### config.mk
export PLATFORM = sky130hd
export DESIGN_NAME = run_sequencer
export DESIGN_NICKNAME = d
export VERILOG_FILES = /design/src/rtl/run_sequencer.sv
export SDC_FILE = /design/constraint.sdc
export NUM_CORES = 1
export LEC_CHECK = 0
export BUFFER_PORTS_ARGS = -buffer_cell sky130_fd_sc_hd__buf_4
export CORE_MARGIN = 2
export CORE_UTILIZATION = 39
export DETAILED_ROUTE_END_ITERATION = 8
export PLACE_DENSITY = 0.8
export RECOVER_POWER = 25
export SYNTH_ARGS = -nofsm -noshare
export SYNTH_HDL_FRONTEND = slang
export SYNTH_SLANG_ARGS = --single-unit
### constraint.sdc
create_clock -name clk_i -period 1.9 [get_ports clk_i]
set_clock_uncertainty 0.1 [all_clocks]
set_input_delay 0.38 -clock clk_i [delete_from_list [all_inputs] [get_ports clk_i]]
set_output_delay 0.38 -clock clk_i [all_outputs]
set_load 0.01 [all_outputs]
### src/rtl/run_sequencer.sv
// run_sequencer: loads an entry point, triggers a run, polls EOC for completion.
// Define RUN_SEQUENCER_TIMEOUT_EN to bound the number of EOC polls (TimeoutPolls).
module run_sequencer #(
  parameter int          AddrWidth    = 64,
  parameter logic [63:0] EntryRegAddr = 64'h0300_0010,
  parameter logic [63:0] RunRegAddr   = 64'h0300_0018,
  parameter logic [63:0] EocRegAddr   = 64'h0300_0004,
  parameter int          PollInterval = 16
`ifdef RUN_SEQUENCER_TIMEOUT_EN
  ,
  parameter int          TimeoutPolls = 1024
`endif
) (
  input  logic                 clk_i,
  input  logic                 rst_i,
  input  logic                 start_i,
  input  logic [63:0]          entry_i,
  output logic                 req_o,
  output logic [AddrWidth-1:0] addr_o,
  output logic                 we_o,
  output logic [31:0]          wdata_o,
  input  logic                 gnt_i,
  input  logic                 rvalid_i,
  input  logic [31:0]          rdata_i,
  input  logic                 rerr_i,
  output logic                 busy_o,
  output logic                 done_o,
  output logic [30:0]          exit_code_o,
  output logic                 err_o
);

  typedef enum logic [2:0] {
    S_IDLE, S_WR_LO, S_WR_HI, S_WR_RUN,
    S_WAIT, S_RD_EOC, S_DONE, S_ERROR
  } state_e;

  localparam int CntW = $clog2(PollInterval + 1);
  localparam logic [AddrWidth-1:0] EntryLo = EntryRegAddr[AddrWidth-1:0];
  localparam logic [AddrWidth-1:0] EntryHi = EntryLo + AddrWidth'(4);
  localparam logic [AddrWidth-1:0] RunA = RunRegAddr[AddrWidth-1:0];
  localparam logic [AddrWidth-1:0] EocA = EocRegAddr[AddrWidth-1:0];

  state_e               state, state_d;
  logic [31:0]          hi, hi_d;
  logic                 req_d, we_d;
  logic [AddrWidth-1:0] addr_d;
  logic [31:0]          wdata_d;
  logic                 outst, outst_d;
  logic [CntW-1:0]      cnt, cnt_d;
  logic                 done_d, err_d;
  logic [30:0]          code_d;
`ifdef RUN_SEQUENCER_TIMEOUT_EN
  localparam int TW = $clog2(TimeoutPolls + 1);
  logic [TW-1:0]        polls, polls_d;
`endif

  assign busy_o = !(state inside {S_IDLE, S_DONE, S_ERROR});

  always_comb begin
    state_d = state;
    hi_d    = hi;
    req_d   = req_o;
    addr_d  = addr_o;
    we_d    = we_o;
    wdata_d = wdata_o;
    outst_d = outst;
    cnt_d   = cnt;
    done_d  = done_o;
    code_d  = exit_code_o;
    err_d   = err_o;
`ifdef RUN_SEQUENCER_TIMEOUT_EN
    polls_d = polls;
`endif
    unique case (state)
      S_IDLE, S_DONE, S_ERROR: begin
        if (start_i) begin
          hi_d    = entry_i[63:32];
          done_d  = 1'b0;
          err_d   = 1'b0;
          code_d  = '0;
          cnt_d   = '0;
`ifdef RUN_SEQUENCER_TIMEOUT_EN
          polls_d = '0;
`endif
          state_d = S_WR_LO;
          req_d   = 1'b1;
          addr_d  = EntryLo;
          we_d    = 1'b1;
          wdata_d = entry_i[31:0];
        end
      end
      S_WAIT: begin
        if (cnt == CntW'(PollInterval - 1)) begin
          cnt_d   = '0;
          state_d = S_RD_EOC;
          req_d   = 1'b1;
          addr_d  = EocA;
          we_d    = 1'b0;
          wdata_d = '0;
        end else begin
          cnt_d = cnt + 1'b1;
        end
      end
      default: begin
        // a grant closes the request phase; the response is only
        // honoured once the access is outstanding
        if (req_o && gnt_i) begin
          req_d   = 1'b0;
          outst_d = 1'b1;
        end else if (outst && rvalid_i) begin
          outst_d = 1'b0;
          if (rerr_i) begin
            state_d = S_ERROR;
            err_d   = 1'b1;
          end else begin
            case (state)
              S_WR_LO: begin
                state_d = S_WR_HI;
                req_d   = 1'b1;
                addr_d  = EntryHi;
                wdata_d = hi;
              end
              S_WR_HI: begin
                state_d = S_WR_RUN;
                req_d   = 1'b1;
                addr_d  = RunA;
                wdata_d = 32'h1;
              end
              S_WR_RUN: begin
                state_d = S_WAIT;
                cnt_d   = '0;
              end
              S_RD_EOC: begin
                if (rdata_i[0]) begin
                  state_d = S_DONE;
                  done_d  = 1'b1;
                  code_d  = rdata_i[31:1];
                end else begin
`ifdef RUN_SEQUENCER_TIMEOUT_EN
                  if (polls == TW'(TimeoutPolls - 1)) begin
                    state_d = S_ERROR;
                    err_d   = 1'b1;
                  end else begin
                    polls_d = polls + 1'b1;
                    state_d = S_WAIT;
                    cnt_d   = '0;
                  end
`else
                  state_d = S_WAIT;
                  cnt_d   = '0;
`endif
                end
              end
              default: ;
            endcase
          end
        end
      end
    endcase
  end

  always_ff @(posedge clk_i) begin
    if (rst_i) begin
      state       <= S_IDLE;
      hi          <= '0;
      req_o       <= 1'b0;
      addr_o      <= '0;
      we_o        <= 1'b0;
      wdata_o     <= '0;
      outst       <= 1'b0;
      cnt         <= '0;
      done_o      <= 1'b0;
      exit_code_o <= '0;
      err_o       <= 1'b0;
`ifdef RUN_SEQUENCER_TIMEOUT_EN
      polls       <= '0;
`endif
    end else begin
      state       <= state_d;
      hi          <= hi_d;
      req_o       <= req_d;
      addr_o      <= addr_d;
      we_o        <= we_d;
      wdata_o     <= wdata_d;
      outst       <= outst_d;
      cnt         <= cnt_d;
      done_o      <= done_d;
      exit_code_o <= code_d;
      err_o       <= err_d;
`ifdef RUN_SEQUENCER_TIMEOUT_EN
      polls       <= polls_d;
`endif
    end
  end

endmodule

Word level (Yosys, flattened, before mapping)
Cells that the tools add are included.
- bitwise gates (word level): 2
- reductions and logical operators: 29
- multiplexer cells: 59
- multipliers: 0
- eq/ne operators: 16
- divide/modulo/power cells: 0
- shift operators: 0
- $lt $le $gt $ge: 0
- add/subtract/negate cells: 1
- operator list (cell ; number):
    $mux W64 ; 5
    $pmux W64 S2 ; 2
    $mux W31 ; 6
    $mux W32 ; 5
    $pmux W32 S2 ; 2
    $pmux W31 S2 ; 1
    $mux W5 ; 6
    $pmux W5 S2 ; 2
    $mux W1 ; 18
    $reduce_bool A4 Y1 ; 4
    $mux W3 ; 5
    $reduce_and A5 Y1 ; 3
    $eq A3 B3 Y1 const B ; 4
    $pmux W3 S4 ; 1
    $reduce_and A6 Y1 ; 2
    $reduce_bool A2 Y1 ; 6
    $pmux W1 S2 ; 4
    $reduce_and A7 Y1 ; 1
    $reduce_bool A7 Y1 ; 1
    $eq A3 B2 Y1 const B ; 2
    $ne A3 B1 Y1 const B ; 2
    $pmux W3 S2 ; 1
    $reduce_bool A3 Y1 ; 2
    $add A5 B1 Y5 const B ; 1
    16 further kinds ; 21
- latch bits: 0
- register bits: 172
- memories: 0
- bits in read-only memories: 0
- output and inout port bits: 132
- word-level logic and storage cells: 118
- bits of input ports: 102
- memory bits (writable): 0

Longest topological paths before layout
- word-level depth: 7
- mapped depth: 8
- mapped depth without buffers: 5

Least setup slack after synthesis
OpenSTA, ideal clock, no wires.
- path type: register to register
- from: reg state[2]
- to: reg addr_o[2]
- data required time: 1.677 ns
- buffers on the path: 3
- clock period less this slack: 1.918 ns
- stages on the path, launching flop included: 8
- library setup time: 0.123 ns
- setup slack: -0.018 ns
- arrival: 1.694 ns
- path through: dfxtp_1 > and2_1 > buf_6 > or3_1 > buf_2 > and4_4 > buf_6 > mux2_1
- cells in the longest elaborated chain, start to end: 6
- elaborated cells on any way between the ends: 19
- those cells by class: eq/ne (9); mux (5); reduce/logical (5)
- ends and longest elaborated chain (element ; line ; text):
    from (decl) ; 43 ; state_e state, state_d;
    from (signal assigned) ; 179 ; state <= state_d;
    $eq A3 B2 Y1 / $eq A3 B1 Y1 (equally long branches) ; 116 ; case (state)
    $pmux W64 S2 ; 116 ;
    $mux W64 ; 112 ; if (rerr_i) begin
    $mux W64 ; 110 ; end else if (outst && rvalid_i) begin
    $mux W64 ; 107 ; if (req_o && gnt_i) begin
    $pmux W64 S2 ; 74 ; unique case (state)
    to (signal assigned) ; 182 ; addr_o <= addr_d;
    to (decl) ; 19 ; output logic [AddrWidth-1:0] addr_o,
Parallel ways exist; a longest one is shown, timed or not. The select of a mux whose other input is x is not followed.
A chain may end at the register's enable or synchronous reset.

Final worst setup path
- from: reg state[2]
- to: out busy_o
- cells in the longest elaborated chain, start to end: 3
- elaborated cells on any way between the ends: 5
- those cells by class: eq/ne (2); reduce/logical (3)
- ends and longest elaborated chain (element ; line ; text):
    $eq A3 B3 Y1 / $logic_not A3 Y1 (equally long branches) ; 57 ; assign busy_o = !(state inside {S_IDLE, S_DONE, S_ERROR});
    $reduce_bool A3 Y1 * ; 57 ;
    $logic_not A1 Y1 * ; 57 ;
    to (decl) ; 26 ; output logic busy_o,
Mark *: on every way between the ends. The rest lies on a longest branch, timed or not.

==> impl_metrics.ini <==
[clock_tree]
clkLatencyLatePin_ns = 0.36
clk_pin_slew_worst_paths_ns = 0.08
postCtsHoldBufs = 0
cts_buffer_depth = 2
cts_tree = built
clockRootBuffer = clkbuf_16
cts_made_buffers = 9
cts_max_level = 3
cts.sinks = 112

[critical_path]
reg2reg_from = cnt[1]
arrival_ns = 1.42
path_cells = or3_4 -> nand2_4 -> inv_4 -> buf_6
cpMaxStageDelayCell = or3_4
worstPathRequired_ns = 1.42
r2r_cells = 5
r2r_end = addr_o[2]
max_stage_delay_ns = 0.44
path_max_fanout = 7
critPathLaunchType = flop
critPathKind = flop to primary output
r2r_setup_slack_ns = 0.03
endpoint_kind = primary output

[synth]
synthFlopType = dfxtp_1
synth_common_cells = 112 x dfxtp_1, 77 x nand2_1, 60 x buf_4
yosysTopAreaCell = dfxtp_1
synthCells = 552
synth_async_sr_flop_share_pct = 0
avgSynthCellArea_sq_um = 9.450
ys_seq_elements = 112
yosysSeqAreaShare_pct = 42.98
synth-edff-count = 0
synth.most_common_cell = dfxtp_1
synth_cell_types = 51
yosys-top-cells-area = dfxtp_1 43%, buf_4 8.6%, a211oi_2 7.0%
yosys_warnings = 0
syn_area_sq_mm = 0.005216
synthDominantCellAreaShare_pct = 42.98

[floorplan]
die_x_microns = 119.7
core_region_area_sq_mm = 0.01314
initial_core_util_pct = 39.70
die_area_sq_mm = 0.01432
ios = 234
die_h_microns = 119.7
placementRows = 42

[worst_hold_path]
worstHoldStart = rdata_i[15]
holdPathEnd = exit_code_o[14]
min_path_type = input port to flop
hold-path-cell-count = 2

[sta]
rsz0062_at_grt = true
min_period_ns = 1.903
fmax_mhz = 525.4
tightest_slew_ns = 0.5894
setup_viol = 1
timing.hold.ws_ns = 0.1197
slew_viol_final = 0
finalCritPeriodShare_pct = 100.2
hold_violations = 0
setup_slack_ns = -0.003204
relSlewSlack_pct = 60.58

[detailed_routing]
ant_nets = 0
drc_errors = 0
drt_pass1_iterations = 5
wirelength_microns = 15790
vias_per_cell = 5.384
detail_route.wl_per_cell_microns = 17.19
via_count = 4948
drtIter0Drc = 325

[global_route]
antenna_found_initial = 0
first_global_vias = 4535
gr-total-overflow = 0
track_usage_pct = 20.97
grt_pass1_wl_microns = 23990
grt_max_degree = 90

[power]
power.density_mw_per_mm2 = 1642
power_uw = 11640
peakVddDrop_mv = 0.9696
p_leak_uw = 0.002811

[placed_design]
dp.cells = 892
routabilityCongestion = 0.8946
dp_hpwl_microns = 10620
dp_worst_setup_slack_ns = -0.2469
port_buffers = 174
place_area_sq_mm = 0.006744

[finish]
fin_area_sq_mm = 0.007087
finalNonFillerCells = 919
diodes = 0
area_delta_synth_final_pct = 35.86
final_layout_size_suffix_gt1_share_pct = 34.59
final_nets = 841

[run_status]
violations = setup timing
run_status = complete, but fails checks

[job]
max_cap_viol_count = 0
[worst max path at each step]
stage	slack, ns	endpoint	startpoint	cells after the start
2_1_floorplan	0.01	addr_o[2]	state[1]	7
3_3_place_gp	-0.12	exit_code_o[10]	rdata_i[0]	5
3_5_place_dp	-0.25	exit_code_o[17]	state[1]	4
4_1_cts	0.004	busy_o	state[2]	4
5_1_grt	-0.05	addr_o[2]	cnt[1]	5
6_report	-0.003	busy_o	state[2]	4
[report_power, final]
group / internal (uW) / switching [uW] / total, uW
logic: 2810 / 3560 / 6360
registers: 2950 / 373 / 3320
clock network: 947 / 1010 / 1950
[kinds of logic (layout without fill, tap and decap cells)]
| kind of cell | after synthesis | in the layout | share of synthesized area [%] |
|---|---|---|---|
| AOI/OAI and AO/OA | 195 | 195 | 31.01 |
| and+or+nand+nor | 123 | 124 | 11.35 |
| buffers and inverters | 117 | 249 | 13.72 |
| DFF | 112 | 112 | 42.98 |
| muxes | 3 | 3 | 0.6236 |
| adders and majority gates | 1 | 1 | 0.2398 |
| other | 1 | 59 | 0.07189 |
[routing by layer]
metal	GRT usage (%)	up-vias	routed length, microns
met5	0	-	0
met4	7.132	0	249
met3	5.371	20	1357
met2	34.18	264	7738
met1	27.03	2331	6448
li1	-	2333	-
[sequential cells by signal (all words and copies together) (netlist names)]
name,flops
addr_o,4
req_o,1
state,3
hi,32
done_o,1
wdata_o,32
cnt,5
exit_code_o,31
outst,1
err_o,1
we_o,1
[stage by stage]
step                 TNS (ns)  util (%)
global placement       -4.267     51.33
CTS                         0     54.30
finish              -0.003204     53.94
global route          -0.1941     53.94
detailed placement     -7.279     51.33
floorplan                   0         -
[cell type report]
type | count | area [sq um]
Fill cell | 1240 | 6051
Sequential cell | 112 | 2251
Timing Repair Buffer | 231 | 1700
Clock buffer | 9 | 225.2
Clock inverter | 7 | 81.33
Multi-Input combinational cell | 382 | 2599
Tap cell | 176 | 220.2
Inverter | 2 | 10.01
[layout by cell type (no fill, tap or decap), drive strengths merged, types with 3 or more instances in the layout]
cell type	n
nand2	77
a21oi	45
a31oi	4
o21ai	3
a311oi	3
dfxtp	112
nor2	6
inv	7
nor2b	4
nor3	7
and2	3
a32oi	31
a211oi	34
conb	59
clkbuf	54
buf	186
nand2b	5
nand3	8
a22o	28
a41oi	35
o21a	3
nor3b	3
[critical path, delay by kind of cell (launching register included)]
kind          cells  cell delay [ns]
simple gates      2             0.53
flops             1             0.38
buf+inv           2             0.15
[repair_timing]
action,4_1_cts,5_1_grt
endpoints found under the setup margin,59,91
gates resized for setup,14,14
gates cloned,1,0
setup buffers,4,6
pin swaps,4,5
Power figures use the tool's default switching activity.
